<file path="src/rtl/seq_reco.sv">
// Sequential recorrelator for two unipolar stochastic bitstreams.
// Holds back one unmatched 1 and releases it against the next opposite mismatch.
module seq_reco (
    input  logic clk,
    input  logic rst_n,
    input  logic x,
    input  logic y,
    output logic x_reco_r,
    output logic y_reco_r
);

    localparam logic [1:0] IDLE = 2'd0;
    localparam logic [1:0] HX   = 2'd1;
    localparam logic [1:0] HY   = 2'd2;

    logic [1:0] state;
    logic [1:0] next_state;
    logic       x_next;
    logic       y_next;

    always_comb begin
        next_state = state;
        x_next     = x;
        y_next     = y;
        case (state)
            IDLE: begin
                if (x && !y) begin
                    next_state = HX;
                    x_next     = 1'b0;
                    y_next     = 1'b0;
                end else if (!x && y) begin
                    next_state = HY;
                    x_next     = 1'b0;
                    y_next     = 1'b0;
                end
            end
            HX: begin
                if (!x && y) begin
                    next_state = IDLE;
                    x_next     = 1'b1;
                    y_next     = 1'b1;
                end
            end
            HY: begin
                if (x && !y) begin
                    next_state = IDLE;
                    x_next     = 1'b1;
                    y_next     = 1'b1;
                end
            end
            // Unused encoding recovers to IDLE without inventing a held bit.
            default: next_state = IDLE;
        endcase
    end

    always_ff @(posedge clk) begin
        if (!rst_n) begin
            state    <= IDLE;
            x_reco_r <= 1'b0;
            y_reco_r <= 1'b0;
        end else begin
            state    <= next_state;
            x_reco_r <= x_next;
            y_reco_r <= y_next;
        end
    end

endmodule

</file>
<file path="config.mk">
export PLATFORM = sky130hd
export DESIGN_NAME = seq_reco
export DESIGN_NICKNAME = d
export VERILOG_FILES = /design/src/rtl/seq_reco.sv
export SDC_FILE = /design/constraint.sdc
export NUM_CORES = 1
export LEC_CHECK = 0
export ABC_AREA = 1
export CAP_MARGIN = 10
export CORE_AREA = 2 2 39 41
export DETAILED_ROUTE_END_ITERATION = 7
export DIE_AREA = 0 0 41 43
export GPL_TIMING_DRIVEN = 0
export HOLD_SLACK_MARGIN = 0.1
export MAX_ROUTING_LAYER = met4
export RECOVER_POWER = 25
export SYNTH_ARGS = -nofsm -noshare
export SYNTH_HDL_FRONTEND = slang
export SYNTH_SLANG_ARGS = --single-unit
</file>
<file path="constraint.sdc">
create_clock -name clk -period 0.9 [get_ports clk]
set_input_delay 0.09 -clock clk [delete_from_list [all_inputs] [get_ports clk]]
set_output_delay 0.09 -clock clk [all_outputs]
set_load 0.01 [all_outputs]
</file>
==> results.md <==
- Wire per inst: 9.21 um
- Largest delay share family, worst path: flip-flops
- Register-to-register setup slack: -0.12 ns
- Compound-Gate Fraction of Synth Area: 4.76%
- Slowest-stage cell, CP: dfxtp_4
- Logic gate share of total power: just under 60%
- Final Wtd Congestion: ~0.68
- DP Wirelength: 468 um
- Sw Pwr: ~0.62 mW
- Root Driver: clkbuf_4
- Period utilisation layout: 113%
- Clock Skews: about 0.0014 ns
- Register area share after synthesis: 25.4%
- Syn nets: 58
- Crit-path cells: inv_4 > ha_4 > inv_2 > nand2_2 > nand3_1 > nand2_1 > a21oi_2
- Register-to-Register Path Depth: 7
- CP Class: reg2reg
- Multiplexer area fraction after synthesis: 0%
- Worst EP arrival: between 1 and 1.5 ns
- First-pass GRT wire length: between 1000 and 1500 um
- Design Power: 1.48 mW
- Die area: 1760 sq um
- Clock transition at path regs: around 0.04 ns
- Clk buf depth: 2
- Setup WS post-layout: -0.119 ns
- Violated checks: negative setup slack
- Largest family of logic cells by synthesized area: simple AND/OR/NAND/NOR gates
- Pwr dens: 2950 nW/um^2
- Total congestion overflow: 0
- Synth-to-Final Area Change: 59.5%
- Synth Instances: 47
- Vias/cell: 4.15
- Post-CTS Hold Fix Bufs: 0
- Int Pwr: 0.864 mW
- Xor and xnor area share after synthesis: 0%
- Share of power burned in registers: 25.1%
- Syn avg cell area: 6.71 sq um
- Drt drc: 0
- Setup violators final: 4
- Core region area: 1380 sq um
- Iteration-0 DRC Markers: 1
- Worst-skew pair later-pin latency: 0.23 ns
- Routed wire length: 672 um
- Number of diodes: 0
- I/O Pins: 6
- Standby leakage power: roughly 0.24 nW
- Worst path max stage delay: 0.37 ns
- Vias post-DR: 303
- Starting Density: a little under a quarter
- Yosys cell types: 8
- Pin count of the biggest net entering global routing: 5
- Status: finished, violations left
- Placed inst area: about 440 sq um
- Worst VDD drop: 1400 uV
- Final instance area: 503 sq um
- Mapped cell area: between 300 and 400 sq um
- Port bufs: 5
- Type of origin of the critical path: register
- Relative slew slack: 89.1%
- Buf+Inv Stages, Crit Path: 2
- Layout cells sized above 1: 36.8%
- Die width: roughly 41 um
- Tot GR Track Use: 10.3%
- Synth Register Bits: 4
- Max-slew violations: 0
- Synth Area in Adders: 27.8%
- Worst R2R Start: state[0]
- Critical path required time: between 1 and 1.5 ns
- Clock share of power: between 10% and 20%
- Synth warnings: 0
- Simple-gate share of the synthesized area: 31.3%
- Switching fraction of total power: 41.7%
- Nets: 69
- Peak fanout along the critical path: 3
- Hold WC Path Type: in2reg
- Min Tclk post-route: 1.02 ns
- Vias in the first global route: 259
- Min-delay src: x
- Hold endpoint: x_reco_r
- Worst setup EP type: register
- Row count: 14
- TritonRoute pass-1 iters: 2
- Worst-Margin Slew: ~0.16 ns
- Detail Route Antenna Nets: 0
- Initial antenna violation count: 0
- CTS tree: built
- RSZ-0062 raised after global routing: yes
- Max cap viols: 0
- TritonCTS buffer count: 3
- RR Endpoint: y_reco_r
- Die height: approximately 43 um
- Hold depth: 5
- H-tree depth: 1
- Hold Vio Cnt, Final: 0
- Maximum clock frequency: a little under 1000 MHz
- Clk sinks: 4
worst reg2reg max path, delay by kind of cell (launching register included):
| kind | cells | cell delay, ns |
|---|---|---|
| flops | 1 | 0.37 |
| fa+ha+maj | 1 | 0.17 |
| simple gates | 3 | 0.17 |
| compound gates | 1 | 0.13 |
| buf+inv | 2 | 0.10 |
routing by layer:
metal	track usage (%)	wire length (um)	vias to the layer above	part of all wire, %
met5	-	0	-	0
met4	10.0	12	0	1.8
met3	6.28	37	2	5.5
met2	10.0	297	6	44
met1	13.2	325	131	48
li1	-	-	164	-
placed cells by master, fill, tap and decap left out:
cell type / count
nand2_1: 12
inv_1: 6
nor2_1: 4
ha_1: 4
nand2_2: 3
a21oi_2: 3
ha_4: 3
clkbuf_4: 3
inv_4: 2
nand3_1: 2
dlygate4sd2_1: 2
clkdlybuf4s15_1: 2
dfxtp_4: 2
dfxtp_1: 2
inv_2: 1
nand2_4: 1
nand3_4: 1
nor2_2: 1
clkbuf_1: 1
clkdlybuf4s50_1: 1
buf_4: 1
state kept, by name (all words and copies together) (netlist names):
register and count:
state 2, y_reco_r 1, x_reco_r 1
metrics by stage:
stage | hold WS, ns | cells | worst slack [ns] | util, % | setup TNS (ns)
floorplan | 0.201 | 47 | -0.0460 | - | -0.111
global placement | 0.606 | 68 | -0.523 | 32.1 | -1.92
detailed placement | 0.605 | 68 | -0.549 | 32.1 | -1.97
CTS | 0.405 | 73 | -0.122 | 34.2 | -0.439
global route | 0.436 | 73 | -0.201 | 36.3 | -0.743
finish | 0.428 | 73 | -0.119 | 36.3 | -0.430
cells by family after synthesis:
kind of cell / after synthesis
adder cells (fa/ha/maj): 7
AO/OA/AOI/OAI: 3
buffers and inverters: 9
AND/OR/NAND/NOR: 24
flip-flops: 4
Yosys cell counts:
library cell,instances,area (sq um)
ha_1,7,87.6
nand2_1,16,60.1
nor2_1,5,18.8
inv_1,9,33.8
nand3_1,2,10.0
a21oi_1,3,15.0
nand3_2,1,10.0
dfxtp_1,4,80.1
power by group through the flow:
stage | Combinational, mW | Clock, mW | Sequential, mW
CTS | 0.740 | 0.254 | 0.373
floorplan | 0.528 | 0 | 0.387
global route | 0.971 | 0.281 | 0.382
detailed placement | 0.736 | 0 | 0.372
global placement | 0.738 | 0 | 0.375
finish | 0.870 | 0.240 | 0.373
final cells by class:
class / instances / area [sq um]
clock buffers: 4 / 26.3
fillers: 146 / 881
multi-input cells: 34 / 275
repair buffers: 6 / 55.1
flip-flops and latches: 4 / 87.6
inverters: 9 / 38.8
well taps: 16 / 20.0
repair_timing:
| action | in CTS | in global routing |
|---|---|---|
| setup endpoints to repair | 6 | 6 |
| buffers inserted | 1 | 0 |
| gates resized for setup | 4 | 10 |
| pin swaps | 2 | 0 |
worst max-delay path by stage:
stage	from	to	slack (ns)	cells after the start
finish	state[0]	y_reco_r	-0.12	7
detailed placement	y	state[0]	-0.55	8
floorplan	state[0]	state[0]	-0.05	6
global route	state[0]	x_reco_r	-0.20	6
CTS	state[0]	state[1]	-0.12	6
global placement	y	state[0]	-0.52	8
Power figures use the tool's default switching activity.
==> RTL change 1, RTL diff (same flow settings) <==
Add an input register stage for `x` and `y`, with the module's reset; this delays them by one clock.
--- a/src/rtl/seq_reco.sv
+++ b/src/rtl/seq_reco.sv
@@ -15,2 +15,15 @@
 
+    logic x_q;
+    logic y_q;
+
+    always_ff @(posedge clk) begin
+        if (!rst_n) begin
+            x_q <= '0;
+            y_q <= '0;
+        end else begin
+            x_q <= x;
+            y_q <= y;
+        end
+    end
+
     logic [1:0] state;
@@ -22,7 +35,7 @@
         next_state = state;
-        x_next     = x;
-        y_next     = y;
+        x_next     = x_q;
+        y_next     = y_q;
         case (state)
             IDLE: begin
-                if (x && !y) begin
+                if (x_q && !y_q) begin
                     next_state = HX;
@@ -30,3 +43,3 @@
                     y_next     = 1'b0;
-                end else if (!x && y) begin
+                end else if (!x_q && y_q) begin
                     next_state = HY;
@@ -37,3 +50,3 @@
             HX: begin
-                if (!x && y) begin
+                if (!x_q && y_q) begin
                     next_state = IDLE;
@@ -44,3 +57,3 @@
             HY: begin
-                if (x && !y) begin
+                if (x_q && !y_q) begin
                     next_state = IDLE;
Formal check against the unedited RTL: not equivalent (Yosys sat finds a counterexample within 4 cycles, from zero or initial values and one cycle with rst_n low).
==> RTL change 1 against the unedited design <==
  * The run still ends with setup timing left
  * Clock skew up 0.0023 ns
  * Global-route usage down 1.3 points
  * Cell area down 9.7%
  * Critical path type unchanged
  * Combinational power down 40%
  * Total power down 23%
  * Sequential cell count up 2
  * Worst setup slack worse by 0.037 ns
  * Critical endpoint is now x_reco_r
  * Area after synthesis up 2.0%
  * Routed wire length down 19%
==> RTL change 1: results (changes against the unedited design) <==
Outcome
  • Outcome: finished, violations left
  • Failing checks: setup timing

STA
  • Slack of the critical path: -0.156 ns (-0.0372 ns)
  • Max Clock Skew: 0.00370 ns (+0.00226 ns)
  • Final TNS setup: -0.524 ns (-0.0943 ns)
  • Slew HR: 86.3% (-2.8 points)
  • Final setup fails: 4 (unchanged)
  • WHS: 0.369 ns (-0.0585 ns)

Setup path
  • Reg2reg end: x_reco_r
  • Number of cells on the worst reg-to-reg path: 6 (-1)

Finish
  • Nets: 63 (-8.7%)
  • Layout cells sized above 1: 34.0% (-2.9 points)
  • Final Instance Count excl. Fillers: 69 (-5.5%)

Worst hold path
  • Hold depth: 3 (-2)
  • Hold Crit Start: y

Route
  • First drt pass iteration count: 4 (+2)
  • DR iter-0 viols: 6 (+5)
  • Mean number of vias per cell: 4.22 (+1.6%)
  • Wire per inst: 7.88 µm (-14%)

Placed design
  • RePlAce Congestion: 0.745 (+9.1%)
  • DP Area: 412 µm² (-7.3%)
  • Pre-CTS setup slack: -0.164 ns (+0.385 ns)
  • DP Wirelength: 417 µm (-11%)
  • Placed insts: 65 (-4.4%)

Yosys
  • Syn Inst Count: 44 (-6.4%)
  • Synth Area in Compound Gates: 8.17% (+3.4 points)
  • Adder-Cell Fraction of Synth Area: 15.6% (-12 points)
  • Synth area leaders: dfxtp_1, ha_1, nand2_1
  • Post-synth top cells: nand2_1, inv_1, nor2_1, dfxtp_1, ha_1
  • Syn_nets: 52 (-10%)
  • Synth cell types: 11 (+3)
  • Seq/Total Area, Yosys: 37.4% (+12 points)

Global routing
  • Vias in the first global route: 270 (+4.2%)
  • Total Routing Usage GR: 8.96% (-1.3 points)
  • Largest net degree at the start of global routing: 6 (+1)
  • First-pass GRT wire length: 1.01 mm (-5.1%)

Clock network
  • Reg clk slew, reported paths: 0.05 ns

Power and ir drop
  • Pleak: 0.213 nW (-11%)
  • Max VDD drop: 810 µV (-42%)
[RTL change 1: changes by cell type in the layout (fill, tap and decap cells not counted), moves of 3 or more]
cell     unedited run  this run
nand2_1            12         8
a21oi_2             3         0
a31oi_1             0         3
nor2_1              4         7
dfxtp_2             0         4
[RTL change 1: what timing repair did]
action / CTS / global route
setup buffers: 1 / 0
hold buffers: 0 / 0
endpoints found under the setup margin: 6 / 6
resized for setup: 3 / 6
pin swaps: 2 / 2
[RTL change 1: power by group]
group	switching, mW	total, mW	internal [mW]
sequential	0.0472	0.378	0.331
combinational	0.268	0.518	0.250
clock	0.0900	0.240	0.150
[RTL change 1: layout make-up]
class	instances	area, µm²
clock buffers	3	22.5
fillers	147	930
inverters	9	36.3
multi-input cells	29	193
flip-flops and latches	6	125
well taps	16	20.0
repair buffers	6	57.6
[RTL change 1: metal layers]
layer	global-route usage, %	up-vias	wire [µm]
li1	-	156	-
met1	10.3	132	238
met2	11.6	3	289
met3	3.14	0	16
met4	8.00	0	0
met5	-	-	0
==> RTL change 2, RTL diff (config.mk and constraints unchanged) <==
Without the edit above. Make the reset (`rst_n`) asynchronous in one clocked block.
--- a/src/rtl/seq_reco.sv
+++ b/src/rtl/seq_reco.sv
@@ -55,3 +55,3 @@
 
-    always_ff @(posedge clk) begin
+    always_ff @(posedge clk or negedge rst_n) begin
         if (!rst_n) begin
Function: differs if rst_n is asserted again (counterexample within 4 cycles, from zero or initial values and one cycle with rst_n low); with rst_n held inactive, the same outputs for 10 cycles.
==> RTL change 2 against the unedited design <==
  * Synthesized cell count decreased by 13%
  * Total power is 11% lower
  * Cell count is 8.2% lower
  * Routed wire length decreased by 8.2%
  * Combinational power shrank 11%
  * Via count shrank 5.0%
  * Largest cell class unchanged
  * The run still ends with setup timing left
  * Clock power down 12%
  * Sequential cell count unchanged
  * Worst setup slack worse by 0.067 ns
  * Cell area grew 0.75%
  * Area after synthesis increased by 4.4%
==> RTL change 2: results (changes against the unedited design) <==
Outcome
  • Outcome: finished, violations left
  • Failing checks: setup timing

Clock network
  • Reg clk slew, reported paths: 0.04 ns (about the same)
  • CTS buffer count: 3 (unchanged)
  • Clock buffer depth: 2 (unchanged)
  • Root Buffer: clkbuf_4
  • H-Tree Depth: 1 (unchanged)

Global routing
  • Total Routing Usage GR: 8.39% (-1.9 points)
  • First-pass GRT wire length: 993 µm (-7.1%)
  • Vias in the first global route: 268 (+3.5%)

Route
  • DR iter-0 viols: 0 (-1)
  • Wire per inst: 9.21 µm (about the same)
  • First drt pass iteration count: 1 (-1)
  • Total number of vias: 288 (-5.0%)

Placed design
  • Pre-CTS setup slack: -0.512 ns (+0.0375 ns)
  • Placed insts: 62 (-8.8%)
  • RePlAce Congestion: 0.764 (+12%)
  • DP Area: 424 µm² (-4.5%)
  • Port bufs: 5 (unchanged)
  • DP Wirelength: 470 µm (+0.58%)

Finish
  • Final Instance Count excl. Fillers: 67 (-8.2%)
  • Biggest regs: state (2), x_reco_r (1), y_reco_r (1)
  • Layout cells sized above 1: 56.9% (+20 points)
  • Nets: 64 (-7.2%)
  • ANT cells: 0 (unchanged)

Yosys
  • Synth cell types: 11 (+3)
  • Synth area leaders: dfrtp_1, ha_1, nand2_1
  • FFs w/ async S/R, synth: 100% (+100 points)
  • Synth Area per Inst: 8.03 µm² (+20%)
  • Post-synth top cells: nand2_1, inv_1, ha_1, dfrtp_1, nor2_1
  • Syn_nets: 52 (-10%)
  • Seq/Total Area, Yosys: 30.4% (+5.0 points)
  • Most frequent cell after synthesis: nand2_1

STA
  • WHS: 0.328 ns (-0.0996 ns)
  • Slack of the critical path: -0.186 ns (-0.0675 ns)
  • Max Clock Skew: 0.00248 ns (+0.00103 ns)
  • Final setup fails: 4 (unchanged)
  • Slew HR: 87.9% (-1.2 points)
  • Final TNS setup: -0.687 ns (-0.257 ns)
  • Final hold viol count: 0 (unchanged)

Power and ir drop
  • Pwr per Cell Area: 2610 mW/mm² (-12%)
  • Comb power: 0.775 mW (-11%)
  • Pleak: 0.239 nW (-0.36%)
  • Max VDD drop: 1000 µV (-28%)
  • Psw: 0.528 mW (-15%)
  • Sequential share of power: 25.3% (+0.2 points)

Setup path
  • Worst EP arrival: 1.20 ns (+0.02 ns)
  • Worst setup EP type: flop
  • Crit Path Max Fanout: 4 (+1)

Worst hold path
  • Worst min path class: in2reg
==> RTL change 2: timing repair <==
item | in CTS | in global routing
endpoints found under the setup margin | 6 | 5
pin swaps | 7 | 6
buffers inserted | 1 | 0
hold endpoints to repair | 4 | 0
hold buffers | 1 | 0
gates resized for setup | 16 | 12
==> RTL change 2: critical path, stage by stage (launching register included) <==
cell	delay, ns
dfrtp_2	0.44
ha_2	0.20
inv_2	0.10
nand2_4	0.07
o22ai_2	0.10
nor2_1	0.06
==> RTL change 2: kinds of logic (layout without fill, tap and decap cells) <==
kind of cell    after synthesis  after routing  share of synthesized area [%]
buf+inv                       8             18                           9.13
fa+ha+maj                     7              7                           26.6
simple gates                 18             18                           26.2
compound gates                4              4                           7.61
flops                         4              4                           30.4
==> RTL change 2: layout make-up <==
cell class,instances,area [µm²]
Tap cell,16,20.0
Clock buffer,3,22.5
Timing Repair Buffer,7,53.8
Sequential cell,4,103
Multi-Input combinational cell,29,275
Fill cell,160,877
Inverter,8,32.5
==> RTL change 2: worst paths after layout <==
| path | slack, ns | cells after the start | end | start |
|---|---|---|---|---|
| worst max register to register | -0.19 | 5 | x_reco_r | state[0] |
| worst max-delay path | -0.19 | 5 | x_reco_r | state[0] |
| worst min register to register | 0.58 | 2 | state[1] | state[1] |
| min in group asynchronous | 0.61 | 2 | state[1] | rst_n |
| worst min-delay path | 0.33 | 3 | y_reco_r | y |
| max in group asynchronous | 0.11 | 2 | state[0] | rst_n |
==> RTL change 2: routing by layer <==
metal	up-vias	part of all wire, %	routed length [µm]	GRT usage (%)
met3	0	3.9	24	0
met2	6	52	319	11.9
met5	-	0	0	-
met4	0	0	0	6.00
met1	137	44	273	11.1
li1	145	-	-	-
